--- src/rtl/stone_renderer.sv ---
`timescale 1ns/1ps
// stone_renderer
//   Per-frame reader of the shared stone RAM. A start pulse begins a render pass. The
//   block takes RAM read ownership, reads stones 0..quantity-1 and decodes each 32-bit
//   word. Every visible stone is drawn as a solid SPRITE_W x SPRITE_H block, one pixel
//   per cycle, on the VGA adapter plot interface.
//
// Ports
//   clock           system clock; all state changes on the rising edge
//   resetn          asynchronous active-low reset
//   start           pulse that begins a render pass (ignored unless idle)
//   quantity        number of stones in RAM, latched when start is accepted
//   stone_data      RAM read data: [31:23]=x [18:11]=y [3:2]=type [1]=visible [0]=moving
//   draw_stone_flag high for the whole pass; the RAM address mux then selects draw_index
//   draw_index      RAM address of the stone being read
//   vga_x, vga_y    pixel coordinate
//   vga_colour      pixel colour
//   plot            pixel write strobe, qualifies vga_x/vga_y/vga_colour
//   done            one-cycle pulse at the end of a pass
//   debug_state     current FSM state, for checkers and debug
//
// Handshake: start is a request. It is sampled only in S_IDLE, and any start seen while
// a pass runs (including the S_DONE cycle) is dropped. The request is complete when
// done pulses for one cycle. A pass with quantity==0 reads nothing and pulses done.
// The pixel interface has no backpressure: a pixel is written on every cycle where
// plot=1.
module stone_renderer #(
    parameter int         SPRITE_W    = 16,
    parameter int         SPRITE_H    = 16,
    parameter int         SCREEN_W    = 320,
    parameter int         SCREEN_H    = 240,
    parameter int         READ_LAT    = 2,
    parameter logic [2:0] COL_STONE   = 3'b111,
    parameter logic [2:0] COL_GOLD    = 3'b110,
    parameter logic [2:0] COL_DIAMOND = 3'b011
) (
    input  logic        clock,
    input  logic        resetn,
    input  logic        start,
    input  logic [3:0]  quantity,
    input  logic [31:0] stone_data,
    output logic        draw_stone_flag,
    output logic [3:0]  draw_index,
    output logic [8:0]  vga_x,
    output logic [7:0]  vga_y,
    output logic [2:0]  vga_colour,
    output logic        plot,
    output logic        done,
    output logic [2:0]  debug_state
);

    localparam int PXW = (SPRITE_W > 1) ? $clog2(SPRITE_W) : 1;
    localparam int PYW = (SPRITE_H > 1) ? $clog2(SPRITE_H) : 1;
    localparam int WCW = (READ_LAT > 1) ? $clog2(READ_LAT + 1) : 1;
    // The address cycle (S_ADDR) counts as the first latency cycle. S_WAIT covers the
    // remaining READ_LAT-1 cycles, so it ends when wait_cnt reaches READ_LAT-2.
    localparam logic [WCW-1:0] WAIT_LAST = WCW'((READ_LAT >= 2) ? (READ_LAT - 2) : 0);

    typedef enum logic [2:0] {
        S_IDLE  = 3'd0,
        S_ADDR  = 3'd1,
        S_WAIT  = 3'd2,
        S_LATCH = 3'd3,
        S_DRAW  = 3'd4,
        S_NEXT  = 3'd5,
        S_DONE  = 3'd6
    } state_t;

    state_t         state, state_next;
    logic [3:0]     qty_lat;
    logic [WCW-1:0] wait_cnt;
    logic [8:0]     stone_x;
    logic [7:0]     stone_y;
    logic [1:0]     stone_type;
    logic [PXW-1:0] px;
    logic [PYW-1:0] py;
    logic [9:0]     x_sum;
    logic [8:0]     y_sum;
    logic           in_view;
    logic           px_last;
    logic           py_last;
    logic           last_stone;
    logic [2:0]     colour;
    logic           unused_bits;

    // Address bits, padding fields and the moving flag have no effect on rendering.
    assign unused_bits = ^{stone_data[22:19], stone_data[10:4], stone_data[0]};

    assign debug_state = state;

    // The sums are one bit wider than the coordinates, so a sprite that runs past the
    // edge of the screen is clipped and does not wrap back to the left or top.
    assign x_sum      = {1'b0, stone_x} + 10'(px);
    assign y_sum      = {1'b0, stone_y} + 9'(py);
    assign in_view    = (x_sum < 10'(SCREEN_W)) && (y_sum < 9'(SCREEN_H));
    assign px_last    = (px == PXW'(SPRITE_W - 1));
    assign py_last    = (py == PYW'(SPRITE_H - 1));
    assign last_stone = (draw_index == (qty_lat - 4'd1));

    always_comb begin
        colour = COL_DIAMOND;
        case (stone_type)
            2'b00:   colour = COL_STONE;
            2'b01:   colour = COL_GOLD;
            default: colour = COL_DIAMOND;
        endcase
    end

    // State register
    always_ff @(posedge clock or negedge resetn) begin
        if (!resetn) state <= S_IDLE;
        else         state <= state_next;
    end

    // Next-state logic
    always_comb begin
        state_next = state;
        case (state)
            S_IDLE:  if (start) state_next = (quantity == 4'd0) ? S_DONE : S_ADDR;
            S_ADDR:  state_next = S_WAIT;
            S_WAIT:  if (wait_cnt >= WAIT_LAST) state_next = S_LATCH;
            S_LATCH: state_next = stone_data[1] ? S_DRAW : S_NEXT;
            S_DRAW:  if (px_last && py_last) state_next = S_NEXT;
            S_NEXT:  state_next = last_stone ? S_DONE : S_ADDR;
            S_DONE:  state_next = S_IDLE;
            default: state_next = S_IDLE;
        endcase
    end

    // Datapath and registered outputs. plot and done default to 0 on every cycle.
    // The vga_* outputs change only when a pixel is actually plotted.
    always_ff @(posedge clock or negedge resetn) begin
        if (!resetn) begin
            qty_lat         <= '0;
            draw_index      <= '0;
            draw_stone_flag <= 1'b0;
            wait_cnt        <= '0;
            stone_x         <= '0;
            stone_y         <= '0;
            stone_type      <= '0;
            px              <= '0;
            py              <= '0;
            vga_x           <= '0;
            vga_y           <= '0;
            vga_colour      <= '0;
            plot            <= 1'b0;
            done            <= 1'b0;
        end else begin
            plot <= 1'b0;
            done <= 1'b0;
            case (state)
                S_IDLE: begin
                    if (start) begin
                        qty_lat    <= quantity;
                        draw_index <= '0;
                    end
                end
                S_ADDR: begin
                    draw_stone_flag <= 1'b1;
                    wait_cnt        <= '0;
                end
                S_WAIT: begin
                    wait_cnt <= wait_cnt + WCW'(1);
                end
                S_LATCH: begin
                    stone_x    <= stone_data[31:23];
                    stone_y    <= stone_data[18:11];
                    stone_type <= stone_data[3:2];
                    px         <= '0;
                    py         <= '0;
                end
                S_DRAW: begin
                    if (in_view) begin
                        plot       <= 1'b1;
                        vga_x      <= x_sum[8:0];
                        vga_y      <= y_sum[7:0];
                        vga_colour <= colour;
                    end
                    // The counters advance even for clipped pixels, so every
                    // visible stone takes exactly SPRITE_W*SPRITE_H cycles.
                    if (px_last) begin
                        px <= '0;
                        py <= py + PYW'(1);
                    end else begin
                        px <= px + PXW'(1);
                    end
                end
                S_NEXT: begin
                    if (!last_stone) draw_index <= draw_index + 4'd1;
                end
                S_DONE: begin
                    done            <= 1'b1;
                    draw_stone_flag <= 1'b0;
                end
                default: ;
            endcase
        end
    end

endmodule
--- config.mk ---
export PLATFORM = sky130hd
export DESIGN_NAME = stone_renderer
export DESIGN_NICKNAME = d
export VERILOG_FILES = /design/src/rtl/stone_renderer.sv
export SDC_FILE = /design/constraint.sdc
export NUM_CORES = 1
export LEC_CHECK = 0
export CORE_ASPECT_RATIO = 2
export CORE_MARGIN = 2
export CORE_UTILIZATION = 60
export CTS_BUF_LIST = sky130_fd_sc_hd__clkbuf_8
export DETAILED_ROUTE_END_ITERATION = 8
export DONT_BUFFER_PORTS = 1
export PLACE_DENSITY = 0.76
export SYNTH_ARGS = -nofsm -noshare
export SYNTH_HDL_FRONTEND = slang
export SYNTH_SLANG_ARGS = --single-unit
--- constraint.sdc ---
create_clock -name clock -period 2.95 [get_ports clock]
set_input_delay 0.59 -clock clock [delete_from_list [all_inputs] [get_ports clock]]
set_output_delay 0.59 -clock clock [all_outputs]
set_load 0.05 [all_outputs]
==> out/summary.txt <==
Peak VDD IR - 0.000415 V
Critical path cell sequence - ha_1, fa_1, a211oi_1, a211o_1, nand4_2, nor3_4, buf_12, mux2_2
Max Freq - 368 MHz
Slowest cell on crit path - dfrtp_1
Antenna viol nets, final - 0
CP Max Fanout - 21
Leakage power - 1.65 nW
Initial antenna violation count - 0
Crit Path Class - register to register
Post-CTS setup buffers - 0
Vias/cell - 5.77
Met1 Use GR - 23.6%
Most Crowded Layer GR - met2
Final WS setup - 0.230 ns
Post-synth ARST share - 100%
Post-DP HPWL - 4380 microns
Drt pass-1 iters - 4
Status - finished clean
Clock slew seen by the registers of the worst setup and hold paths - 0.06 ns
Filler Cells Inserted - 415
Crit path max-delay family - adder cells
Gp weighted congestion - 0.784
GRT Residual Overflow - 0
Clock Power Share - 43.4%
Post-synth EDFFs - 0
Synth cell count leaders - 79 x nand2_1, 61 x dfrtp_1, 18 x nor2_1, 15 x mux2_4, 15 x o21ai_0
WP data required - 3.18 ns
Post_cts resized - 0
Max Root-Sink Buffers - 2
Startpoint Class - register
Synth unique cells - 49
Sw Ratio - 20.6%
First-pass GRT wire length - 10,500 microns
CTS Hold Buffers Added - 1
Final Cycle Share - 92.2%
Final setup vio count - 0
NetSw - 0.000312 W
Top cells by area, synth - dfrtp_1 48%, nand2_1 9.3%, mux2_4 7.1%
Setup slack at placement - 0.241 ns
Sequential area share after synthesis - 47.8%
Drc violations - 0
Crit-path max cell delay - 0.43 ns
Crit path capture type - register
Pwr dens - 436 mW/mm^2
Area delta synth->final - 8.81%
RSZ-0062 raised after global routing - false
CTS Sinks - 61
Area share of the largest cell type after synthesis - 47.8%
Initial Util - 62.2%
Worst-margin pin slew - 0.874 ns
DRT iter0 DRCs - 63
Core area - 0.00514 sq mm
Drt total wl - 6170 microns
P_int - 0.00120 W
DR vias - 2,208
Post-synth top area cell - dfrtp_1
GR Layer Usage met3 - 7.84%
Die ar. - 0.00596 sq mm
Crit path arrival time - 2.95 ns
Rel. slew slack - 41.6%
Root Driver - clkbuf_8
ANT cells - 0
Seq cells post-synth - 61
Clk_lat worst skew - 0.34 ns
Vias in the first global route - 2,405
Comb pwr share - 1.4%
Met2 Track Usage GR - 41.0%
Syn_nets - 365
Hold Crit Class - primary input to asynchronous set/reset pin
Ys flop type - dfrtp_1
Crit path buffers/inverters - 1
WL/cell - 16.1 microns
Yosys warns - 0
Mean post-synth cell area - 10.2 sq um
# nets final - 374
Flop pwr share - 55.3%
Crit path time final - 2.72 ns
Synth Instances - 312
Chip Width - 55.6 microns
Endpoints failing hold - 0
Largest net degree at the start of global routing - 62
IO Count - 69
All-Layer GR Usage - 23.4%
I/O Buffers - 0
Max_cap viols - 0
Share of cells above drive strength 1 - 14.5%
CTS Buf Count - 9
H-tree depth - 3
Post-synthesis cell area - 0.00319 sq mm
TNS Setup - 0 ns
Chip Height - 107 microns
CTS tree - done
Count leader, synth - nand2_1
Clock skew - 0.00432 ns
Fin. max-slew vios - 0
Core Rows - 37
per-layer routing:
metal	wire length, microns	vias to the layer above
met1	2360	1077
met3	324	16
met5	0	-
met4	177	0
met2	3310	49
li1	-	1066
worst paths after layout:
path,start,endpoint,slack (ns),depth (start not counted)
setup / recovery,py[0],vga_colour[0],0.23,8
hold / removal,resetn,py[0],0.12,1
setup reg to reg,py[0],vga_colour[0],0.23,8
hold reg to reg,stone_type[1],vga_colour[2],0.48,1
max in group asynchronous,resetn,stone_x[4],2.58,1
min in group clock,stone_data[29],stone_x[6],0.35,2
stage by stage:
step | cells | total power [W] | util [%] | hold WS [ns] | instance area [sq um]
CTS | 383 | 0.00154 | 67.6 | 0.115 | 3480
global route | 383 | 0.00158 | 67.6 | 0.126 | 3480
global placement | 367 | 0.000853 | 63.6 | 0.296 | 3270
floorplan | 312 | 0.000853 | - | 0.294 | 3190
detailed placement | 367 | 0.000853 | 63.6 | 0.296 | 3270
finish | 383 | 0.00151 | 67.6 | 0.120 | 3480
logic make-up after synthesis:
group | count (synthesis) | synth area share (%)
flops | 61 | 47.8
xor+xnor | 23 | 6.31
compound gates | 41 | 8.46
mux | 22 | 9.40
fa+ha+maj | 14 | 5.95
buf+inv | 21 | 3.21
simple gates | 130 | 18.9
registers in the layout (all words and copies together) (netlist names), 4 cells and up:
signal / count
stone_x: 9
vga_x: 9
stone_y: 8
vga_y: 8
draw_index: 4
px: 4
py: 4
qty_lat: 4
final cells by class:
class                   count  area (sq um)  share of cell area [%]
clock buffers              12           165                    4.75
flip-flops and latches     61          1530                    43.9
multi-input cells         230          1570                    45.0
inverters                  11          41.3                    1.19
repair buffers              8          92.6                    2.66
clock inverters             3          12.5                   0.360
well taps                  58          72.6                    2.09
power groups by stage:
stage | Combinational [W] | Sequential (W) | Clock [W]
floorplan | 0.00000103 | 0.000852 | 0
global placement | 0.00000131 | 0.000852 | 0
detailed placement | 0.00000132 | 0.000852 | 0
CTS | 0.0000219 | 0.000837 | 0.000677
global route | 0.0000247 | 0.000836 | 0.000717
finish | 0.0000208 | 0.000837 | 0.000657
cells in the final DEF (no fill, tap or decap), types with 2 or more instances in the layout:
master,n
nor3_1,4
a21o_1,4
a211oi_1,3
nand2_1,79
a21oi_1,4
nand4_1,2
xor2_1,14
nand3b_1,2
and4_1,2
mux2_2,4
mux2_4,15
xnor2_1,9
clkbuf_8,12
nand3_1,6
nor2_1,18
dfrtp_1,61
mux2i_1,3
o21ai_0,15
o21ai_1,2
o211ai_1,2
inv_1,13
and3_1,2
fa_1,2
buf_4,6
ha_1,12
nand2b_1,4
nor2b_1,2
No activity file was read; power rests on OpenSTA's default activity.
